[src/rtl/usystolic_pkg.sv]
// Shared types and constants for the unary systolic GEMM array control path.
package usystolic_pkg;

  localparam int M_END_BITWIDTH = 2;

  localparam logic [M_END_BITWIDTH-1:0] M_END_HOLD  = 2'b00;
  localparam logic [M_END_BITWIDTH-1:0] M_END_MAC   = 2'b01;
  localparam logic [M_END_BITWIDTH-1:0] M_END_DRAIN = 2'b10;

  typedef enum logic [2:0] {
    SEQ_IDLE,
    SEQ_LOAD_W,
    SEQ_COMPUTE,
    SEQ_DRAIN,
    SEQ_DONE
  } seq_state_t;

endpackage

[src/rtl/seq_phase_counter.sv]
// Loadable down-counter with zero flag; holds at zero rather than wrapping.
module seq_phase_counter #(
  parameter int WIDTH = 5
) (
  input  logic             clk,
  input  logic             rst,
  input  logic             load,
  input  logic [WIDTH-1:0] load_val,
  output logic [WIDTH-1:0] count,
  output logic             zero
);

  assign zero = (count == '0);

  always_ff @(posedge clk or posedge rst) begin
    if (rst) begin
      count <= '0;
    end else if (load) begin
      count <= load_val;
    end else if (!zero) begin
      count <= count - 1'b1;
    end
  end

endmodule

[src/rtl/systolic_seq_ctrl.sv]
// Tile sequencer: LOAD_W -> COMPUTE -> DRAIN -> DONE, outputs decoded from state.
// Optional SEQ_EARLY_TERM_EN adds a runtime stream length sampled at start.
module systolic_seq_ctrl
  import usystolic_pkg::*;
#(
  parameter int ROWS       = 4,
  parameter int COLS       = 4,
  parameter int STREAM_LEN = 128
) (
  input  logic                                clk,
  input  logic                                rst,
  input  logic                                start,
  input  logic                                abort,
`ifdef SEQ_EARLY_TERM_EN
  input  logic [$clog2(STREAM_LEN+1)-1:0]     cfg_stream_len,
`endif
  output logic                                busy,
  output logic                                done,
  output logic                                out_clear,
  output logic                                weight_reg_en,
  output logic                                weight_reg_r0w1,
  output logic                                input_reg_en,
  output logic                                input_reg_r0w1,
  output logic                                rand_num_reg_en,
  output logic                                rand_num_reg_r0w1,
  output logic                                output_num_reg_en,
  output logic                                output_num_reg_r0w1,
  output logic [M_END_BITWIDTH-1:0]           M_end,
  output logic                                rng_en
);

  localparam int CW = $clog2(STREAM_LEN + ROWS + COLS);
  localparam int LW = $clog2(STREAM_LEN + 1);

  seq_state_t      state, state_next;
  logic            cnt_load;
  logic [CW-1:0]   cnt_load_val;
  logic [CW-1:0]   cnt;
  logic            cnt_zero;
  logic [LW-1:0]   len_q;

`ifdef SEQ_EARLY_TERM_EN
  function automatic logic [LW-1:0] sat_len(input logic [LW-1:0] v);
    if (v == '0 || int'(v) > STREAM_LEN) return LW'(STREAM_LEN);
    return v;
  endfunction

  // Latched once per tile so mid-tile changes of the port are ignored.
  always_ff @(posedge clk or posedge rst) begin
    if (rst) begin
      len_q <= LW'(STREAM_LEN);
    end else if (state == SEQ_IDLE && start) begin
      len_q <= sat_len(cfg_stream_len);
    end
  end
`else
  assign len_q = LW'(STREAM_LEN);
`endif

  always_ff @(posedge clk or posedge rst) begin
    if (rst) begin
      state <= SEQ_IDLE;
    end else begin
      state <= state_next;
    end
  end

  always_comb begin
    state_next = state;
    case (state)
      SEQ_IDLE:    if (start)    state_next = SEQ_LOAD_W;
      SEQ_LOAD_W:  if (cnt_zero) state_next = SEQ_COMPUTE;
      SEQ_COMPUTE: if (cnt_zero) state_next = SEQ_DRAIN;
      SEQ_DRAIN:   if (cnt_zero) state_next = SEQ_DONE;
      SEQ_DONE:                  state_next = SEQ_IDLE;
      default:                   state_next = SEQ_IDLE;
    endcase
    if (abort && state != SEQ_IDLE) state_next = SEQ_IDLE;
  end

  // Counter is reloaded with (phase length - 1) on every state change.
  always_comb begin
    cnt_load     = (state_next != state);
    cnt_load_val = '0;
    case (state_next)
      SEQ_LOAD_W:  cnt_load_val = CW'(ROWS - 1);
      SEQ_COMPUTE: cnt_load_val = CW'(int'(len_q) + ROWS + COLS - 3);
      SEQ_DRAIN:   cnt_load_val = CW'(ROWS - 1);
      default:     cnt_load_val = '0;
    endcase
  end

  seq_phase_counter #(.WIDTH(CW)) u_phase_cnt (
    .clk      (clk),
    .rst      (rst),
    .load     (cnt_load),
    .load_val (cnt_load_val),
    .count    (cnt),
    .zero     (cnt_zero)
  );

  always_comb begin
    busy              = (state != SEQ_IDLE);
    done              = 1'b0;
    out_clear         = 1'b0;
    weight_reg_en     = 1'b0;
    input_reg_en      = 1'b0;
    rand_num_reg_en   = 1'b0;
    output_num_reg_en = 1'b0;
    rng_en            = 1'b0;
    M_end             = M_END_HOLD;
    case (state)
      SEQ_LOAD_W: begin
        weight_reg_en = 1'b1;
        out_clear     = (cnt == CW'(ROWS - 1));
      end
      SEQ_COMPUTE: begin
        input_reg_en      = 1'b1;
        rand_num_reg_en   = 1'b1;
        output_num_reg_en = 1'b1;
        rng_en            = 1'b1;
        M_end             = M_END_MAC;
      end
      SEQ_DRAIN: begin
        output_num_reg_en = 1'b1;
        M_end             = M_END_DRAIN;
      end
      SEQ_DONE: done = 1'b1;
      default: ;
    endcase
    weight_reg_r0w1     = weight_reg_en;
    input_reg_r0w1      = input_reg_en;
    rand_num_reg_r0w1   = rand_num_reg_en;
    output_num_reg_r0w1 = output_num_reg_en;
  end

endmodule

[config.mk]
export PLATFORM = sky130hd
export DESIGN_NAME = systolic_seq_ctrl
export DESIGN_NICKNAME = d
export VERILOG_FILES = /design/src/rtl/usystolic_pkg.sv /design/src/rtl/seq_phase_counter.sv /design/src/rtl/systolic_seq_ctrl.sv
export SDC_FILE = /design/constraint.sdc
export NUM_CORES = 1
export LEC_CHECK = 0
export CORE_ASPECT_RATIO = 1.4
export CORE_MARGIN = 5
export CORE_UTILIZATION = 30
export DETAILED_ROUTE_END_ITERATION = 16
export GPL_TIMING_DRIVEN = 0
export HOLD_SLACK_MARGIN = 0.02
export SLEW_MARGIN = 20
export SYNTH_ARGS = -nofsm -noshare
export SYNTH_HDL_FRONTEND = slang
export SYNTH_SLANG_ARGS = --single-unit
[constraint.sdc]
create_clock -name clk -period 1.6 [get_ports clk]
set_input_delay 0.4 -clock clk [delete_from_list [all_inputs] [get_ports clk]]
set_output_delay 0.4 -clock clk [all_outputs]
set_load 0.05 [all_outputs]
== Word-level counts from Yosys, hierarchy flattened ==
Index checks and enable logic that the tools add are counted.

* Bits in registers: 11
* Output and inout port bits: 14
* Logic and storage cells: 34

* Equal/unequal tests: 10
* $add $sub $neg: 1
* Mux-type cells: 15
* Reduce and logical (&&, ||, !) cells: 6

{| class="wikitable"
|+ Operator list
! cell !! number
|-
| 2-to-1 mux 8 bit || 2
|-
| one-hot mux 8 bit (2 select lines) || 1
|-
| 2-to-1 mux 3 bit || 5
|-
| == test 3 x 2 -> 1 bit, second input constant || 4
|-
| one-hot mux 3 bit (4 select lines) || 1
|-
| == test 8 x 2 -> 1 bit, second input constant || 1
|-
| zero test 8 bit || 1
|-
| subtractor 8 x 1 -> 8 bit, second input constant || 1
|-
| == test 3 x 1 -> 1 bit, second input constant || 2
|-
| 2-to-1 mux 1 bit || 5
|-
| one-hot mux 2 bit (2 select lines) || 1
|-
| OR reduction 2 bit || 2
|-
| == test 3 bit, second input constant || 1
|-
| zero test 3 bit || 1
|-
| inequality test 3 bit || 1
|-
| nonzero test 3 bit || 1
|-
| inequality test 2 bit, second input constant || 1
|-
| logical AND 1 bit || 1
|}

== Longest topological paths before layout ==
* Depth in word-level cells: 8
* Mapped depth: 6
* Mapped depth without buffers: 6

== By module ==
A second synthesis with hierarchy kept.

* Cell total of the unflattened synthesis: 99
* Area total of the unflattened synthesis: 855.8 um2

{| class="wikitable"
|+ Modules (own cells, without submodules)
! module !! area each (um2) !! cells each !! times used !! sequential area each (um2)
|-
| seq_phase_counter || 481.7 || 55 || 1 || 200.2
|-
| systolic_seq_ctrl || 374.1 || 44 || 1 || 75.1
|}

== Worst setup path before layout ==
No wires, ideal clock.

* Path type: flip-flop to output port
* Start: register state[0]
* End: output out_clear
* Path slack: -1.503 ns
* Arrival: 2.703 ns
* Data required time: 1.200 ns
* Stages on the path, launching flop included: 5
* Cell sequence: dfrtp_1 -> clkbuf_1 -> and3_1 -> nand3_1 -> nor4_1

* Word-level cells in the longest chain between the ends: 2

{| class="wikitable"
|+ Ends and longest elaborated chain
! what !! line !! RTL
|-
| start, declared || systolic_seq_ctrl.sv:35 || <nowiki>seq_state_t state, state_next;</nowiki>
|-
| start signal, assigned || systolic_seq_ctrl.sv:64 || <nowiki>state <= state_next;</nowiki>
|-
| == test 3 x 1 -> 1 bit || systolic_seq_ctrl.sv:112 || <nowiki>case (state)</nowiki>
|-
| 2-to-1 mux 1 bit || systolic_seq_ctrl.sv:112 ||
|-
| end, declared || systolic_seq_ctrl.sv:19 || <nowiki>output logic out_clear,</nowiki>
|}

No other way between the ends.

== Worst setup path after layout ==
* Start: register u_phase_cnt.count[3]
* End: output out_clear

* Word-level cells in the longest chain between the ends: 2

{| class="wikitable"
|+ Ends and longest elaborated chain
! what !! line !! RTL
|-
| start, declared || seq_phase_counter.sv:9 || <nowiki>output logic [WIDTH-1:0] count,</nowiki>
|-
| start signal, assigned || seq_phase_counter.sv:19 || <nowiki>count <= load_val;</nowiki>
|-
| start signal, assigned || seq_phase_counter.sv:21 || <nowiki>count <= count - 1'b1;</nowiki>
|-
| == test 8 x 2 -> 1 bit || systolic_seq_ctrl.sv:115 || <nowiki>out_clear = (cnt == CW'(ROWS - 1));</nowiki>
|-
| 2-to-1 mux 1 bit || systolic_seq_ctrl.sv:112 ||
|}

No other way between the ends.

==> metrics <==
outcome finished with violations; failing checks negative setup slack; cell count after synthesis 85; first-pass GRT wire length 3990 um; DR iter-0 viols 11; Yosys reg bits 11; worst skew pair latency 0.29 ns; largest net degree at the start of global routing 12; Fin. Hold Viols 0; Adder-Cell Fraction of Synth Area 4.91%; CTS clk-pin slew, worst paths 0.09 ns; Final GP Congestion 0.739; Die Area 3670 um2; crit path DAT 1.49 ns; syn avg cell area 8.99 um2; Starting Density 31.6%; Synth Warn # 0; initial antenna violation count 0; Slew HR 70.0%; die span in x 52.7 um; xor and xnor area share after synthesis 4.58%; worst hold path class input pin to async pin; Area after DPL 1040 um2; wire per inst 14.9 um; Mapped Nets 92; final worst slack -0.293 ns; Critical Path Source Type register; num ports 18; post-synth top area share 36.0%; Buffers on Ports 17; Distinct cells, synth 34; Layout area overhead 94.6%; CTS Buffer Depth 2; maxcap violations 0; Max Clock Skew 0.0134 ns; mapped cell area 764 um2; setup violators final 23; Fillers 194; fin crit period 1.89 ns; CTS tree done; routed vias 823; Core Util, Final 61.5%; WS Path Type register to primary output; Non-Filler Instances 166; # diodes 0; CP max FO 4; row cnt 21; most frequent cells in the layout buf_4, buf_6, buf_8, dfrtp_1, nor2_1; DP HPWL 1410 um; largest area contributor in the netlist dfrtp_1; Overall Global Routing Usage 14.3%; main combinational cell family by area after synthesis simple AND/OR/NAND/NOR gates; Std-Cell Core Area 2420 um2; Clk Tree Root Cell clkbuf_4; clock buffer count from CTS 3; Pre-antenna DRT Iters 4; Tightest Pin Transition 0.450 ns; Setup crit end kind primary output; most common cell after layout, fill and taps aside buf_4; Post-DRT Antenna Nets 0; maximum operating frequency 528 MHz; vias in the first global route 904; complex-gate fraction of the synthesized area 14.2%; share of cells above drive strength 1 65.9%; Routed WL 2470 um; H-Tree Depth 1; RSZ-0062 raised after global routing yes; post-synthesis simple-gate area fraction 27.8%; routed vias/inst 4.96; total gr overflow 0; Synth area leaders dfrtp_1, buf_4, ha_1, nor2_1, inv_1; post-synthesis mux area share 2.62%; CTS sink cnt 11; Final Cycle Share 118%; Layout Nets 140; Worst EP required 1.20 ns; Die H 69.7 um; Hold WS 0.408 ns; residual DRC count 0; DP Cell Count 136; post-synthesis sequential area ratio 36.0%; Slew Viols, Final 0; Design Area, Final 1490 um2
## Yosys cell counts
| cell type | n |
|---|---|
| nand2_1 | 5 |
| ha_1 | 3 |
| nor3_1 | 4 |
| nand2_4 | 1 |
| a21oi_2 | 1 |
| o22ai_2 | 1 |
| o21ai_0 | 4 |
| or3b_2 | 1 |
| o32ai_1 | 1 |
| nor3b_2 | 1 |
| nor4_4 | 1 |
| xor2_1 | 1 |
| dfrtp_1 | 11 |
| xnor2_1 | 3 |
| o311ai_1 | 1 |
| and2_1 | 1 |
| buf_4 | 6 |
| a21oi_1 | 5 |
| nor4b_1 | 1 |
| a211oi_1 | 1 |
| inv_1 | 7 |
| or3b_1 | 1 |
| nand3_1 | 2 |
| nor2_1 | 9 |
| and3_1 | 2 |
| clkbuf_1 | 1 |
| a31oi_1 | 1 |
| mux2i_1 | 2 |
| or4_1 | 1 |
| nand3b_1 | 1 |
| o41a_1 | 1 |
| or3_1 | 2 |
| or2_2 | 1 |
| nor4_1 | 1 |
## logic make-up (layout without fill, tap and decap cells)
| group | count (synthesis) | after routing |
|---|---|---|
| and+or+nand+nor | 35 | 35 |
| AOI/OAI and AO/OA | 16 | 16 |
| buffers and inverters | 14 | 61 |
| DFF | 11 | 11 |
| xor gates and xnor gates | 4 | 4 |
| adders and majority gates | 3 | 3 |
| muxes | 2 | 2 |
## flip-flops by register name, summed over array words and instances, names as in the netlist
register / count
u_phase_cnt.count: 8
state: 3
## routing by layer
| metal | up-vias | GRT usage [%] | part of all wire [%] |
|---|---|---|---|
| met5 | - | 0 | 0 |
| met4 | 0 | 8.52 | 3.6 |
| met3 | 8 | 3.87 | 5.4 |
| met2 | 29 | 24.2 | 56 |
| met1 | 397 | 15.0 | 35 |
| li1 | 389 | - | - |
## path summary, 6_finish.rpt
check | endpoint | cells after the start | slack (ns) | startpoint
max | out_clear | 3 | -0.29 | u_phase_cnt.count[3]$_DFFE_PP0P_
min | u_phase_cnt.count[5]$_DFFE_PP0P_ | 2 | 0.41 | rst
max reg2reg | u_phase_cnt.count[1]$_DFFE_PP0P_ | 6 | -0.13 | u_phase_cnt.count[0]$_DFFE_PP0P_
min reg2reg | state[0]$_DFF_PP0_ | 2 | 0.63 | state[2]$_DFF_PP0_
max in group asynchronous | u_phase_cnt.count[2]$_DFFE_PP0P_ | 2 | 0.86 | rst
min in group clk | state[0]$_DFF_PP0_ | 2 | 0.63 | state[2]$_DFF_PP0_
## timing repair
item                                    4_1_cts  5_1_grt
resized for setup                           127       23
pin swaps                                     9        6
setup buffers                                19        7
hold buffers                                  0        0
endpoints found under the setup margin       24       25
## metrics by stage
| step | worst slack [ns] | TNS (ns) |
|---|---|---|
| after floorplan | -0.363 | -1.76 |
| after global placement | -0.722 | -8.97 |
| after detailed placement | -0.739 | -9.33 |
| after CTS | -0.285 | -2.26 |
| after global routing | -0.350 | -4.85 |
| final | -0.293 | -3.40 |
## layout make-up
class	count	area [um2]	area share, %
Clock buffer	3	22.5	1.51
Multi-Input combinational cell	60	567	38.1
Tap cell	34	42.5	2.86
Timing Repair Buffer	43	457	30.7
Sequential cell	11	279	18.8
Inverter	7	32.5	2.19
Buffer	7	82.6	5.55
Clock inverter	1	5.00	0.336
## critical path, stage by stage, from the launching register on
cell	delay [ns]
dfrtp_1	0.45
or3_4	0.42
nor4_4	0.15
buf_6	0.19
Power is not shown: default switching activity piles up to over one toggle a cycle in this logic, so the estimate is an artifact.
